===== config.mk =====
export PLATFORM = sky130hd
export DESIGN_NAME = mem_access_master
export DESIGN_NICKNAME = d
export VERILOG_FILES = /design/src/rtl/mem_pkg.sv /design/src/rtl/mem_access_master.sv
export SDC_FILE = /design/constraint.sdc
export NUM_CORES = 1
export LEC_CHECK = 0
export CELL_PAD_IN_SITES_DETAIL_PLACEMENT = 0
export CELL_PAD_IN_SITES_GLOBAL_PLACEMENT = 1
export CORE_ASPECT_RATIO = 2
export CORE_MARGIN = 2
export CORE_UTILIZATION = 36
export DETAILED_ROUTE_END_ITERATION = 16
export MAX_ROUTING_LAYER = met4
export PLACE_DENSITY = 0.88
export SLEW_MARGIN = 20
export SYNTH_ARGS = -nofsm -noshare
export SYNTH_HDL_FRONTEND = slang
export SYNTH_SLANG_ARGS = --single-unit

===== constraint.sdc =====
create_clock -name clk -period 2.55 [get_ports clk]
set_input_delay 0.3825 -clock clk [delete_from_list [all_inputs] [get_ports clk]]
set_output_delay 0.3825 -clock clk [all_outputs]
set_load 0.05 [all_outputs]

===== src/rtl/mem_pkg.sv =====
// Shared definitions for the data-memory port: FSM state encoding, access size codes
// and default widths used by mem_access_master, data_memory and the pipeline.
package mem_pkg;

    localparam int MEM_ADDR_W = 8;
    localparam int MEM_BYTE_W = 8;

    localparam logic [1:0] ST_IDLE = 2'd0;
    localparam logic [1:0] ST_ACC0 = 2'd1;
    localparam logic [1:0] ST_ACC1 = 2'd2;
    localparam logic [1:0] ST_RESP = 2'd3;

    localparam logic SZ_BYTE = 1'b0;
    localparam logic SZ_HALF = 1'b1;

endpackage


===== src/rtl/mem_access_master.sv =====
// Initiator for the byte-wide data memory: sequences byte or little-endian halfword
// loads/stores from the MEM stage, stalling the pipeline while an access is in flight.
module mem_access_master
    import mem_pkg::*;
#(
    parameter int ADDR_W = MEM_ADDR_W,
    parameter int BYTE_W = MEM_BYTE_W
) (
    input  logic                clk,
    input  logic                rst,
    input  logic                req_valid,
    output logic                req_ready,
    input  logic                req_write,
    input  logic                req_size,
    input  logic [ADDR_W-1:0]   req_addr,
    input  logic [2*BYTE_W-1:0] req_wdata,
    output logic                resp_valid,
    output logic [2*BYTE_W-1:0] resp_rdata,
    output logic [ADDR_W-1:0]   mem_address,
    output logic [BYTE_W-1:0]   mem_write_data,
    output logic                mem_write,
    output logic                mem_read,
    input  logic [BYTE_W-1:0]   mem_read_data
);

    logic [1:0]          state;
    logic                q_write;
    logic                q_size;
    logic [ADDR_W-1:0]   q_addr;
    logic [2*BYTE_W-1:0] q_wdata;
    logic [BYTE_W-1:0]   lo_byte;
    logic [2*BYTE_W-1:0] rdata;

    always_ff @(posedge clk) begin
        if (rst) begin
            state   <= ST_IDLE;
            q_write <= 1'b0;
            q_size  <= SZ_BYTE;
            q_addr  <= '0;
            q_wdata <= '0;
            lo_byte <= '0;
            rdata   <= '0;
        end else begin
            case (state)
                ST_IDLE: begin
                    if (req_valid) begin
                        q_write <= req_write;
                        q_size  <= req_size;
                        q_addr  <= req_addr;
                        q_wdata <= req_wdata;
                        state   <= ST_ACC0;
                    end
                end
                ST_ACC0: begin
                    lo_byte <= mem_read_data;
                    if (q_size == SZ_HALF) begin
                        state <= ST_ACC1;
                    end else begin
                        state <= ST_RESP;
                        rdata <= q_write ? '0 : {{BYTE_W{1'b0}}, mem_read_data};
                    end
                end
                ST_ACC1: begin
                    state <= ST_RESP;
                    rdata <= q_write ? '0 : {mem_read_data, lo_byte};
                end
                default: state <= ST_IDLE;
            endcase
        end
    end

    // Result register only changes on entry to RESP, so it holds between responses.
    assign resp_rdata = rdata;

    always_comb begin
        req_ready      = (state == ST_IDLE);
        resp_valid     = (state == ST_RESP);
        mem_address    = '0;
        mem_write_data = '0;
        mem_write      = 1'b0;
        mem_read       = 1'b0;
        if (state == ST_ACC0 || state == ST_ACC1) begin
            mem_write = q_write;
            mem_read  = !q_write;
            // Upper byte address wraps naturally at the address width.
            mem_address = (state == ST_ACC1) ? q_addr + ADDR_W'(1) : q_addr;
            if (q_write) begin
                mem_write_data = (state == ST_ACC1) ? q_wdata[2*BYTE_W-1:BYTE_W]
                                                    : q_wdata[BYTE_W-1:0];
            end
        end
    end

endmodule


# Word-level counts from Yosys, hierarchy flattened
# Index checks and enable logic that the tools add are counted.
[word_totals] output_inout_bits=36 mem_bits_ro=0 latch_bits=0 mem_count=0 ram_bits=0 register_bits=52
[classes] mux=14 div_mod_pow=0 multipliers=0 bitwise=0 n_shift=0 n_lt_le_gt_ge=0 n_eq_ne=5 reduce_logical=6 n_addsub=1
[op_table] cell="$mux 8" n=6
[op_table] cell="$mux 16" n=2
[op_table] cell="$pmux 16 s2" n=1
[op_table] cell="$add 8x1->8 const B" n=1
[op_table] cell="$pmux 2 s3" n=1
[op_table] cell="$eq 2x2->1 const B" n=2
[op_table] cell="$ne 2x2->1 const B" n=2
[op_table] cell="$reduce_and 2->1" n=2
[op_table] cell="$mux 1" n=3
[op_table] cell="$eq 2x1->1 const B" n=1
[op_table] cell="$logic_not 2->1" n=1
[op_table] cell="$mux 2" n=1
[op_table] cell="$reduce_bool 2->1" n=1
[op_table] cell="$logic_not 1->1" n=1
[op_table] cell="$logic_or 1x1->1" n=1

# Longest topological paths before layout
# Gate-level depths: netlist of run 1.
[depth] word_depth=4 depth_mapped=7

# Least setup slack after synthesis of run 1
# Ideal clock, no wire load.
[synth_timing] path_kind="reg2out" from="register state[0]" to="output port mem_address[5]" setup_slack_ns=-0.048 arrival_time_ns=2.216 path_stages_with_launch=7 path_buffers=1 required_ns=2.168 path_cell_list="dfxtp_1 -> inv_1 -> ha_1 -> buf_6 -> nand3_1 -> or3_1 -> a21boi_0"
[synth_via] elab_chain_cells=3 word_cells_on_any_way=5 classes_between="eq/ne: 2; mux: 2; reduce/logical: 1"
[synth_rtl] element="start, declared" line="mem_access_master.sv:26" rtl="logic [1:0] state;"
[synth_rtl] element="start signal, assigned" line="mem_access_master.sv:36" rtl="state <= ST_IDLE;"
[synth_rtl] element="start signal, assigned" line="mem_access_master.sv:51" rtl="state <= ST_ACC0;"
[synth_rtl] element="start signal, assigned" line="mem_access_master.sv:57" rtl="state <= ST_ACC1;"
[synth_rtl] element="$eq 2x2->1 / $eq 2x1->1 (equally long branches)" line="mem_access_master.sv:82, mem_access_master.sv:86"
[synth_rtl] element="$mux 8 / $logic_or 1x1->1 (equally long branches)" line="mem_access_master.sv:86, mem_access_master.sv:82"
[synth_rtl] element="$mux 8 (*)" line="mem_access_master.sv:82" rtl="if (state == ST_ACC0 || state == ST_ACC1) begin"
[synth_rtl] element="end, declared" line="mem_access_master.sv:19" rtl="output logic [ADDR_W-1:0] mem_address,"
# Mark *: on every way between the ends. The rest lies on a longest branch, timed or not.

# Final worst setup path of run 1
[layout_timing] from="register state[0]" to="output port mem_write_data[5]"
[layout_via] elab_chain_cells=4 word_cells_on_any_way=6 classes_between="eq/ne: 2; mux: 3; reduce/logical: 1"
[layout_rtl] element="$eq 2x2->1" line="mem_access_master.sv:82, mem_access_master.sv:88"
[layout_rtl] element="$mux 8" line="mem_access_master.sv:88" rtl="mem_write_data = (state == ST_ACC1) ? q_wdata[2*BYTE_W-1:BYTE_W]"
[layout_rtl] element="$mux 8" line="mem_access_master.sv:87" rtl="if (q_write) begin"
[layout_rtl] element="$mux 8 (*)" line="mem_access_master.sv:82"
[layout_rtl] element="end, declared" line="mem_access_master.sv:20" rtl="output logic [BYTE_W-1:0] mem_write_data,"
# Marks and branches as above.

==> out/qor.csv, run 1 <==
metric,value,unit
vias in the first global route,2073,
Cells after Synth,286,
setup violators final,0,
Final Cycle Share,0.911,
"commonest cells after routing, fill and taps aside","54 x nand2_1, 53 x clkdlybuf4s50_1, 52 x dfxtp_1",
critical path required time,2.17,ns
"Avg Cell Area, Syn",8.39,µm²
die area,7370,µm²
"Seq/Total Area, Yosys",0.434,
reg2reg path depth,6,
layout cell share with drive strength beyond 1,0.102,
post-layout minimum cycle time,2.32,ns
"Slowest-stage cell, CP",ha_1,
Die Y,119,µm
drt first pass iters,6,
Startpoint Class,flip-flop,
ANT cells,0,
worst hold path depth,2,
CP max FO,12,
clock buffer depth,2,
Crit. End Element,output pin,
Lkg Pwr,0.00124,µW
core area,6520,µm²
total CTS buffers,5,
Clock Latency Late Sink,0.29,ns
port bufs,72,
Rows,42,
total gr overflow,0,
r2r setup slk,0.63,ns
starting density of the core,0.368,
largest net degree at the start of global routing,29,
RSZ-0062 raised after global routing,false,
"Net Count, Synth",329,
overall routing resource usage,0.173,
Slew Limit Headroom,0.616,
final instance area,3470,µm²
first-pass GRT wire length,9600,µm
post-route ant nets,0,
clk root buf,clkbuf_16,
1st-iter DRT viols,66,
Ports,73,
"most common cell after layout, fill and taps aside",nand2_1,
DRC errors left,0,
Synth warnings,0,
wire length per cell,13.5,µm
max-slew violations,0,
GPL Wtd Cong,0.867,
Final Hold Viols,0,
HP Class,reg -> reg,
post-CTS sizing,0,
CP Class,reg -> out,
pre-CTS setup slack,0.433,ns
max-cap violation count,0,
CTS tree,yes,
synthesis-to-layout area growth,44.5,%
via count,2227,
initial antenna violation count,0,
Max VDD drop,0.596,mV
Die Width,61.7,µm
#FFs+latches synth,52,
status,completed,
fin nets,394,
setup TNS,0,ns
CP peak stage delay,0.47,ns
Clock Skew,0.00313,ns
Power Density,1030,nW/µm²
Netlist cell types,32,
total clock sinks,52,
vias per cell,5.06,
Netlist Area Pre-Place,2400,µm²
crit-path cells,"inv_1, ha_1, nand2_2, nor2_1, buf_12",
Tightest Pin Transition,0.574,ns
"Clk pin slew, worst setup/hold paths",0.06,ns
Post-CTS Hold Buffers,0,
Placed Area,3320,µm²
Worst Path Arrival,1.94,ns
H-tree depth,2,
DP HPWL,4290,µm
fmax,430,MHz
Setup Buffers After CTS,0,
routed wire length,5950,µm
Worst Slack Setup Final,0.226,ns
routing by layer:
metal,vias up,share of wire,global-route usage
met5,-,0,-
met4,0,0.018,0.0585
met3,9,0.061,0.0369
met2,76,0.47,0.253
met1,1033,0.45,0.233
li1,1109,-,-
layout make-up:
cell class                      count  area, µm²
Fill cell                         647       3050
Sequential cell                    52       1040
Timing Repair Buffer               77        921
Clock buffer                        8        146
Tap cell                           88        110
Multi-Input combinational cell    199       1190
Inverter                           16       60.1
through the flow:
step / utilization / total power (µW) / instances / hold WS (ns)
2_1_floorplan: - / 2400 / 286 / 0.436
3_3_place_gp: 0.509 / 2880 / 432 / 0.443
3_5_place_dp: 0.509 / 2920 / 432 / 0.447
4_1_cts: 0.532 / 3590 / 440 / 0.456
5_1_grt: 0.532 / 3780 / 440 / 0.473
6_report: 0.532 / 3570 / 440 / 0.454
cell usage after synthesis:
| master | n | share of area |
|---|---|---|
| o32ai_1 | 8 | 0.029 |
| nor3_1 | 1 | 0.0021 |
| nor3b_2 | 1 | 0.0052 |
| or2_2 | 1 | 0.0026 |
| a21boi_0 | 1 | 0.0031 |
| o2111ai_1 | 8 | 0.029 |
| buf_4 | 4 | 0.013 |
| buf_2 | 1 | 0.0021 |
| clkbuf_2 | 1 | 0.0021 |
| mux2i_1 | 19 | 0.079 |
| nand4_1 | 3 | 0.0078 |
| dfxtp_1 | 52 | 0.43 |
| nand2_1 | 55 | 0.086 |
| nor2_1 | 18 | 0.028 |
| inv_1 | 16 | 0.025 |
| a21oi_1 | 35 | 0.073 |
| ha_1 | 6 | 0.031 |
| nand2b_1 | 4 | 0.010 |
| a221o_1 | 1 | 0.0042 |
| and2_1 | 5 | 0.013 |
| nor2b_1 | 2 | 0.0052 |
| a21boi_2 | 1 | 0.0047 |
| o21ai_0 | 2 | 0.0042 |
| nand2_2 | 2 | 0.0052 |
| xnor2_1 | 3 | 0.011 |
| clkbuf_1 | 10 | 0.016 |
| a21boi_1 | 1 | 0.0031 |
| nand3_1 | 11 | 0.023 |
| or3_1 | 2 | 0.0052 |
| xor2_1 | 1 | 0.0037 |
| buf_6 | 3 | 0.014 |
| a22oi_1 | 8 | 0.025 |
sequential cells by signal (all words and copies together), names as in the netlist:
name        flops
q_size          1
state           2
q_addr          8
lo_byte         8
resp_rdata     16
q_write         1
q_wdata        16
cell families (layout without fill, tap and decap cells):
group                    count (synthesis)  in the layout  share of synthesized area
AO/OA/AOI/OAI                           65             65                      0.176
XOR/XNOR                                 4              4                     0.0146
adder cells (fa/ha/maj)                  6              6                     0.0313
buffers and inverters                   35            101                     0.0714
flip-flops                              52             52                      0.434
multiplexers                            19             19                     0.0792
AND/OR/NAND/NOR                        105            105                      0.194
path summary, 6_finish.rpt:
kind	from	to
worst max-delay path	state[0]$_SDFFE_PP0P_	mem_write_data[5]
worst max register to register	state[0]$_SDFFE_PP0P_	resp_rdata[5]$_SDFFE_PP0P_
worst min-delay path	q_wdata[3]$_SDFFE_PP0P_	q_wdata[3]$_SDFFE_PP0P_
worst min register to register	q_wdata[3]$_SDFFE_PP0P_	q_wdata[3]$_SDFFE_PP0P_
worst max-delay path: cells and delay by family (launching register included):
| kind | cells | cell delay [ns] |
|---|---|---|
| buffers and inverters | 2 | 0.28 |
| AND/OR/NAND/NOR | 2 | 0.48 |
| adder cells (fa/ha/maj) | 1 | 0.47 |
| flip-flops | 1 | 0.42 |
where the power goes:
group / leakage (µW) / switching (µW) / total (µW) / internal (µW)
logic: 0.000741 / 1100 / 1770 / 666
clock network: 0.0000712 / 278 / 670 / 392
registers: 0.000425 / 131 / 1130 / 1000
(Power assumes the default switching activity.)
==> run 2, diff against run 1 <==
CORE_MARGIN = default   (was 2)
==> run 2 against run 1 <==
Clock skew rose by 0.0028 ns. Critical path depth stayed put. Flip-flop and latch count stayed put. Sequential power about the same. Power is 0.29% lower. Critical endpoint is now mem_write_data[3]. First-iteration DRC count up 4.5%.
==> out/qor.csv, run 2 (same netlist as run 1, synthesis figures left out) <==
metric,value,unit
status,completed,
Startpoint Class,flip-flop,
wire length per cell,13.5,µm
"commonest cells after routing, fill and taps aside","55 x nand2_1, 53 x clkdlybuf4s50_1, 52 x dfxtp_1",
total CTS buffers,5,
first-pass GRT wire length,9560,µm
critical path required time,2.17,ns
HP Class,reg -> reg,
NetSw,1500,µW
fmax,417,MHz
fin nets,394,
Die Width,59.7,µm
max-slew violations,0,
vias per cell,4.97,
synthesis-to-layout area growth,44.6,%
"most common cell after layout, fill and taps aside",nand2_1,
DRC errors left,0,
CP max FO,12,
H-tree depth,2,
Worst Path Arrival,2.02,ns
post-layout minimum cycle time,2.40,ns
setup violators final,0,
total gr overflow,0,
layout cell share with drive strength beyond 1,0.105,
post-CTS sizing,0,
RSZ-0062 raised after global routing,false,
max-cap violation count,0,
CP peak stage delay,0.47,ns
Clock Latency Late Sink,0.29,ns
Rows,41,
largest net degree at the start of global routing,39,
total clock sinks,52,
CTS tree,yes,
Post-Route Utilization,0.546,
Internal,2060,µW
"Slowest-stage cell, CP",ha_1,
Seq pwr share,0.316,
"Clk pin slew, worst setup/hold paths",0.07,ns
initial antenna violation count,0,
Die Y,117,µm
DP HPWL,4410,µm
drt first pass iters,4,
setup TNS,0,ns
Reg area,1040,µm²
core area,6360,µm²
Power Density,1030,nW/µm²
port bufs,72,
die area,7020,µm²
Final Hold Viols,0,
vias in the first global route,2125,
Clock Skew,0.00597,ns
crit-path cells,"inv_1, ha_1, nand2_1, nor2_1, buf_12",
Ports,73,
post-route ant nets,0,
starting density of the core,0.377,
ANT cells,0,
Setup Buffers After CTS,0,
Crit. End Element,output pin,
GPL Wtd Cong,0.838,
fillers,647,
1st-iter DRT viols,69,
Multi-input gate area,1190,µm²
Switching Share,0.422,
Post-CTS Hold Buffers,0,
Final Cycle Share,0.941,
Max VDD drop,0.622,mV
Tightest Pin Transition,0.675,ns
clock power share,0.191,
via count,2179,
overall routing resource usage,0.184,
CP Class,reg -> out,
Comb pwr share,0.493,
Lkg Pwr,0.00123,µW
clock buffer depth,2,
routed wire length,5910,µm
Slew Limit Headroom,0.550,
clk root buf,clkbuf_16,
==> run 2: cell types whose count changed in the layout (fill, tap and decap cells not counted) <==
cell | previous run | this run
clkinvlp_4 | 0 | 2
nand2_1 | 54 | 55
clkbuf_1 | 2 | 0
nand2_2 | 3 | 2
==> run 2: metal layers <==
layer	vias up	wire [µm]	track usage
met4	0	230	0.103
met5	-	0	-
met2	65	3320	0.324
met3	12	240	0.0341
li1	1109	-	-
met1	993	2120	0.178
==> run 2: worst max-delay path: cells and delay by family, from the launching register on <==
family / cells / cell delay, ns
AND/OR/NAND/NOR: 2 / 0.59
buffers and inverters: 2 / 0.26
flip-flops: 1 / 0.40
adder cells (fa/ha/maj): 1 / 0.47
==> run 2: final cells by class <==
class                           instances  area share
Multi-Input combinational cell        199       0.342
Timing Repair Buffer                   77       0.265
Sequential cell                        52       0.300
Tap cell                               86      0.0310
Clock inverter                          2     0.00433
Inverter                               16      0.0173
Clock buffer                            6      0.0400
==> run 2: worst paths after layout <==
check                          startpoint                         end  slack [ns]  cells after the start
setup / recovery    state[0]$_SDFFE_PP0P_           mem_write_data[3]        0.15                      5
hold / removal    q_wdata[6]$_SDFFE_PP0P_     q_wdata[6]$_SDFFE_PP0P_        0.46                      2
setup reg to reg    state[0]$_SDFFE_PP0P_  resp_rdata[1]$_SDFFE_PP0P_        0.76                      6
hold reg to reg   q_wdata[6]$_SDFFE_PP0P_     q_wdata[6]$_SDFFE_PP0P_        0.46                      2
==> run 2: stage by stage <==
| stage | setup slack, ns | hold WS (ns) | instance area, µm² | power, µW | std cells |
|---|---|---|---|---|---|
| global placement | 0.538 | 0.441 | 3320 | 2880 | 430 |
| CTS | 0.127 | 0.455 | 3470 | 3600 | 438 |
| floorplan | 0.319 | 0.436 | 2400 | 2400 | 286 |
| global route | 0.0213 | 0.469 | 3470 | 3790 | 438 |
| finish | 0.151 | 0.456 | 3470 | 3560 | 438 |
| detailed placement | 0.459 | 0.446 | 3320 | 2910 | 430 |
==> run 2: power by group through the flow <==
stage               clock (µW)  sequential [µW]  combinational, µW
floorplan                    0             1330               1070
CTS                        699             1130               1780
global placement             0             1130               1750
global route               736             1150               1900
finish                     681             1130               1760
detailed placement           0             1140               1770
==> run 3, diff against run 2 <==
CORE_UTILIZATION = 30   (was 36)
CTS_CLUSTER_DIAMETER = 60   (was default)
PLACE_DENSITY = 0.79   (was 0.88)
clock period = 2.1 ns   (was 2.55 ns; I/O delays follow)
==> run 3 against run 2 <==
Highest routed layer unchanged. Hold slack lost 0.027 ns. Power increased by 31%. Die area is 19% higher. Clock power is 33% higher. Flip-flop and latch count did not move. Largest cell class unchanged. Core utilization shrank 7.1 points. Worst setup slack worse by 0.082 ns.
==> out/qor.csv, run 3 (same netlist as run 1, synthesis figures left out) <==
metric,value,unit
status,completed,
initial antenna violation count,0,
vias in the first global route,2124,
crit-path cells,"nand4_1, or3_1, a21boi_2, buf_12",
Power Density,1280,nW/µm²
total power,4650,µW
"Slowest-stage cell, CP",dfxtp_1,
Slew Limit Headroom,0.657,
HP Class,in -> reg,
Clock Latency Late Sink,0.29,ns
1st-iter DRT viols,206,
Startpoint Class,flip-flop,
Crit. End Element,output pin,
Final Hold Viols,0,
WP buf/inv,1,
first-pass GRT wire length,10500,µm
GPL Wtd Cong,0.848,
Post-CTS Hold Buffers,0,
H-tree depth,2,
drt first pass iters,4,
via count,2182,
DRC errors left,0,
Tightest Pin Transition,0.512,ns
clock buffer depth,2,
critical path required time,1.78,ns
port bufs,72,
"Clk pin slew, worst setup/hold paths",0.06,ns
fmax,492,MHz
DR top layer,met4,
met1 wire length,2430,µm
largest net degree at the start of global routing,27,
clk root buf,clkbuf_16,
"commonest cells after routing, fill and taps aside","54 x nand2_1, 51 x clkdlybuf4s50_1, 48 x dfxtp_1",
"most common cell after layout, fill and taps aside",nand2_1,
wire length per cell,14.2,µm
pre-CTS setup slack,0.151,ns
vias per cell,4.85,
total CTS buffers,5,
total clock sinks,52,
Worst Path Arrival,1.72,ns
Max VDD drop,1.27,mV
CP peak stage delay,0.43,ns
fin nets,398,
Cells after DPL,441,
ANT cells,0,
setup violators final,0,
CP Class,reg -> out,
synthesis-to-layout area growth,51.5,%
layout cell share with drive strength beyond 1,0.183,
Routed met2 length,3610,µm
core area,7660,µm²
Clock Skew,0.00558,ns
Die Y,128,µm
DP HPWL,4650,µm
post-route ant nets,0,
Worst Slack Setup Final,0.0683,ns
starting density of the core,0.313,
max-cap violation count,0,
Die Width,65.2,µm
total gr overflow,0,
CTS tree,yes,
post-layout minimum cycle time,2.03,ns
met3 wire length,215,µm
Rows,45,
Final Cycle Share,0.967,
overall routing resource usage,0.168,
max-slew violations,0,
"CP delay by family, top",simple AND/OR/NAND/NOR gates,
routed wire length,6390,µm
Final Non-Filler Cells,450,
Ports,73,
die area,8380,µm²
CP max FO,6,
Lkg Pwr,0.00131,µW
-- run 3: worst paths after layout --
| kind | from | end | slack, ns | depth (start not counted) |
|---|---|---|---|---|
| min | rst | q_wdata[0]$_SDFFE_PP0P_ | 0.43 | 2 |
| max | q_addr[2]$_SDFFE_PP0P_ | mem_address[6] | 0.07 | 4 |
| max reg2reg | state[0]$_SDFFE_PP0P_ | resp_rdata[1]$_SDFFE_PP0P_ | 0.40 | 6 |
| min reg2reg | q_wdata[15]$_SDFFE_PP0P_ | q_wdata[15]$_SDFFE_PP0P_ | 0.45 | 2 |
-- run 3: area by class of cell --
type	instances	area, µm²
multi-input cells	199	1280
flip-flops and latches	52	1050
fillers	774	4020
clock buffers	6	129
repair buffers	81	962
inverters	16	62.6
clock inverters	2	35.0
well taps	94	118
-- run 3: timing repair --
action | in CTS | in global routing
pin swaps | 1 | 2
endpoints found under the setup margin | 13 | 12
resized for setup | 7 | 19
setup buffers | 0 | 1
-- run 3: layer usage --
metal  global-route usage  up-vias
li1                     -     1118
met1                0.179      998
met2                0.301       58
met3               0.0284        8
met4               0.0614        0
met5                    -        -
-- run 3: metrics by stage --
stage	area (µm²)	setup TNS, ns	util	hold WS [ns]
after floorplan	2420	0	-	0.436
after global routing	3630	-0.00929	0.475	0.434
after detailed placement	3370	0	0.441	0.447
after global placement	3370	0	0.441	0.442
final	3630	0	0.475	0.429
after CTS	3560	-0.00565	0.465	0.420
-- run 3: report_power, final --
group | switching (µW) | total, µW | internal [µW]
combinational | 1410 | 2350 | 937
sequential | 168 | 1390 | 1220
clock | 345 | 906 | 561
==> edit 1, RTL diff (settings of run 3) <==
`MEM_BYTE_W`: 8 -> 12.
--- a/src/rtl/mem_pkg.sv
+++ b/src/rtl/mem_pkg.sv
@@ -4,5 +4,5 @@
 
     localparam int MEM_ADDR_W = 8;
-    localparam int MEM_BYTE_W = 8;
+    localparam int MEM_BYTE_W = 12;
 
     localparam logic [1:0] ST_IDLE = 2'd0;
Interface: changed (resized mem_read_data, mem_write_data, req_wdata and resp_rdata); port bits go from 73 to 97. No check against the original RTL was run, so the function may have changed too.
==> edit 1 against run 3 <==
- total power up 40%
- final cell count up 40%
- combinational power up 34%
- routed wire length up 44%
- final area up 41%
- setup slack worse by 0.011 ns
- synthesized area up 36%
- global-route usage up 0.88 points
- sequential cell count up 20
- clock power up 58%
==> edit 1: results (changes against run 3) <==
Setup path
  – R2R Setup Slk: 0.24 ns (was 0.40 ns)
  – Crit-path max FO: 5 (was 6)
  – Slowest cell on the critical path: dfxtp_4 (was dfxtp_1)
  – Worst path max stage delay: 0.35 ns (was 0.43 ns)

Finish
  – Share of layout cells above drive strength 1: 19.84% (was 18.26%)
  – Inverters, non-clock: 5 (was 16)
  – Final non-clock buffer share: 27.52% (was 26.47%)
  – Non-clk bufs: 119 (was 81)
  – Fillers: 1000 (was 774)

GRT
  – GRT Util Overall: 17.64% (was 16.76%)
  – Met2 Use GR: 30.22% (was 30.08%)
  – First-pass GRT wire length: 14.52 mm (was 10.46 mm)

Status
  – Outcome: complete, no violations (unchanged)

Clocking
  – TritonCTS Sinks: 72 (was 52)
  – Clk_lat worst skew: 0.32 ns (was 0.29 ns)

STA
  – Worst Slack Setup Final: 0.05772 ns (was 0.06831 ns)
  – Slew HR: 65.60% (was 65.74%)
  – Clock skew after layout: 0.004867 ns (was 0.005576 ns)

Power
  – Power Dens Cells: 1265 nW/um^2 (was 1279 nW/um^2)

Routing
  – Starting DRT DRC Count: 144 (was 206)
  – Via count: 3042 (was 2182)
  – Avg WL per Cell: 14.55 um (was 14.20 um)

Logic synthesis
  – Seq/Total Area, Yosys: 44.29% (was 43.38%)
  – Synth area leaders: dfxtp_1 (44%), nand2_1 (9.5%), a21oi_1 (8.9%) (was dfxtp_1 (43%), nand2_1 (8.6%), mux2i_1 (7.9%))
  – Synth unique cells: 33 (was 32)
  – Area share of fa/ha/maj cells after synthesis: 2.307% (was 3.128%)
  – Mux cell area share after synthesis: 8.304% (was 7.925%)

Placement
  – Final HPWL from detailed placement: 6.666 mm (was 4.647 mm)
  – Placed inst area: 4633 um^2 (was 3373 um^2)
  – Port bufs: 96 (was 72)
==> edit 1: cell count changes in the layout (fill, tap and decap cells not counted), moves of 10 or more <==
cell | run 3 | this run
nand2_1 | 54 | 82
dfxtp_1 | 48 | 67
a221o_1 | 1 | 12
inv_1 | 15 | 4
clkdlybuf4s50_1 | 51 | 71
nand3b_1 | 0 | 10
a21oi_1 | 35 | 58
o211ai_1 | 0 | 12
==> edit 1: repair_timing <==
action                     4_1_cts  5_1_grt
pin swaps                        3        4
gates resized for setup         11       24
cloned                           0        2
setup endpoints to repair       17       18
buffers inserted                 3        1
==> edit 1: where the power goes <==
| group | total [W] | internal [W] | switching (W) | leakage, nW |
|---|---|---|---|---|
| registers | 0.00191 | 0.00168 | 0.000230 | 0.591 |
| clock network | 0.00143 | 0.000895 | 0.000536 | 0.139 |
| logic | 0.00314 | 0.00133 | 0.00181 | 1.08 |
==> edit 2, RTL diff (settings of run 3) <==
Without the edit above. Reset style: asynchronous (`rst`), changed in one clocked block.
--- a/src/rtl/mem_access_master.sv
+++ b/src/rtl/mem_access_master.sv
@@ -32,5 +32,5 @@
     logic [2*BYTE_W-1:0] rdata;
 
-    always_ff @(posedge clk) begin
+    always_ff @(posedge clk or posedge rst) begin
         if (rst) begin
             state   <= ST_IDLE;
Check against the original RTL: differs if rst is asserted again (counterexample within 4 cycles, from zero or initial values and one cycle with rst high); with rst held inactive, the same outputs for 10 cycles.
==> edit 2 against run 3 <==
- setup slack better by 0.00081 ns
- routed wire length is 12% lower
- count of clock-buffer cells in the layout unchanged
- synthesized area increased by 7.2%
- sequential cell count unchanged
- final area rose by 7.3%
- via count fell by 15%
- largest cell class is now sequential cells
Power is not shown: default switching activity piles up to over one toggle a cycle in this logic, so the estimate is an artifact.
==> edit 2: results (changes against run 3) <==
Finish
  – Final net count: 336 (was 398)
  – Share of layout cells above drive strength 1: 37.76% (was 18.26%)
  – Fillers: 775 (was 774)
  – # diodes: 0 (unchanged)

GRT
  – Largest net degree at the start of global routing: 53 (was 27)
  – Antenna violations before repair: 0 (unchanged)
  – Vias in the first global route: 2016 (was 2124)
  – GRT Util Overall: 14.24% (was 16.76%)
  – First-pass GRT wire length: 9.466 mm (was 10.46 mm)

Setup path
  – Worst path max stage delay: 0.38 ns (was 0.43 ns)
  – Worst Path Arrival: 1.72 ns (about the same)
  – CP top delay family: simple AND/OR/NAND/NOR gates (unchanged)
  – Crit-path max FO: 4 (was 6)
  – Slowest cell on the critical path: dfrtp_1 (was dfxtp_1)

Placement
  – GPL Wtd Cong: 0.7728 (was 0.8484)
  – Dpl cells: 381 (was 441)
  – Final HPWL from detailed placement: 4.251 mm (was 4.647 mm)
  – Port bufs: 72 (unchanged)

STA
  – Slew HR: 66.78% (was 65.74%)
  – Clock skew after layout: 0.004485 ns (was 0.005576 ns)

Clocking
  – Clk_lat worst skew: 0.29 ns (about the same)
  – H-tree depth: 2 (unchanged)
  – Buffer depth of the longest clock path: 2 (unchanged)
  – Clock transition at path regs: 0.06 ns (about the same)
  – CTS Buf Count: 5 (unchanged)
  – CTS root buffer: clkbuf_16 (unchanged)

Routing
  – Via count: 1847 (was 2182)
  – Initial DRT Pass Iterations: 4 (unchanged)
  – Starting DRT DRC Count: 68 (was 206)
  – Avg WL per Cell: 14.35 um (was 14.20 um)
  – Post-Route WL: 5.625 mm (was 6.392 mm)

Logic synthesis
  – Post-synth ARST share: 100.0% (was 0%)
  – Seq/Total Area, Yosys: 50.56% (was 43.38%)
  – Synthesis Warnings: 0 (unchanged)
  – Synth area leaders: dfrtp_1 (51%), mux2_2 (18%), mux2i_1 (10%) (was dfxtp_1 (43%), nand2_1 (8.6%), mux2i_1 (7.9%))
  – Ys flop type: dfrtp_1 (was dfxtp_1)
  – Syn Area/Cell: 12.20 um^2 (was 8.391 um^2)
  – Synth unique cells: 31 (was 32)
  – Syn nets: 254 (was 329)
  – Synth cell count leaders: dfrtp_1 (52), mux2_2 (40), mux2i_1 (26), nor2_1 (16), inv_1 (15) (was nand2_1 (55), dfxtp_1 (52), a21oi_1 (35), mux2i_1 (19), nor2_1 (18))

Status
  – Outcome: complete, no violations (unchanged)

Worst hold path
  – Hold crit path type: primary input to async pin (was primary input to flip-flop)
==> edit 2: routing by layer <==
metal / up-vias / part of all wire, % / GRT usage [%]
met4: 0 / 1.7 / 4.965
met2: 51 / 59 / 25.47
li1: 871 / - / -
met3: 7 / 4.3 / 3.103
met5: - / 0 / -
met1: 918 / 35 / 14.43
==> edit 2: worst register-to-register path: stages (launching register included) <==
cell     delay (ns)
dfrtp_1        0.38
inv_2          0.08
ha_4           0.15
buf_4          0.13
buf_12         0.19
nor2_2         0.08
a21oi_4        0.37
mux2_2         0.39
==> edit 2: timing repair <==
action                     4_1_cts  5_1_grt
hold buffers                     0        0
resized for setup               16        9
buffers inserted                 2        1
setup endpoints to repair       14        8
pin swaps                        1        2
cloned                           0        0
hold endpoints to repair         0        0
==> edit 2: through the flow <==
step	worst slack [ns]	util, %	hold slack (ns)	area (um^2)
2_1_floorplan	0.02536	-	0.4013	2585
3_5_place_dp	0.02986	43.88	0.4932	3638
3_3_place_gp	0.09558	43.88	0.4868	3638
6_report	0.06911	47.02	0.3899	3899
5_1_grt	0.002023	47.02	0.4117	3899
4_1_cts	0.009187	46.55	0.4052	3860
==> edit 2: worst paths after layout <==
check / from / endpoint / slack, ns / cells past startpoint
max in group asynchronous: rst / q_addr[0]$_DFFE_PP0P_ / 1.45 / 3
min: rst / resp_rdata[11]$_DFFE_PP0P_ / 0.39 / 3
max reg2reg: state[0]$_DFFE_PP0P_ / resp_rdata[5]$_DFFE_PP0P_ / 0.20 / 7
min reg2reg: resp_rdata[4]$_DFFE_PP0P_ / resp_rdata[4]$_DFFE_PP0P_ / 0.50 / 1
min in group clk: resp_rdata[4]$_DFFE_PP0P_ / resp_rdata[4]$_DFFE_PP0P_ / 0.50 / 1
max: state[0]$_DFFE_PP0P_ / mem_address[5] / 0.07 / 6
==> edit 2: logic make-up after synthesis <==
| kind of cell | share of synthesized area [%] |
|---|---|
| compound gates | 2.868 |
| mux | 28.78 |
| flops | 50.56 |
| simple gates | 8.313 |
| buf+inv | 5.202 |
| fa+ha+maj | 2.917 |
| xor+xnor | 1.361 |
==> edit 2: cell type report <==
type	instances	share of cell area [%]
sequential	52	33.47
multi-input combinational	134	31.68
timing repair buffer	85	26.44
clock buffer	6	3.562
tap	98	3.145
inverter	15	1.444
clock inverter	2	0.2567
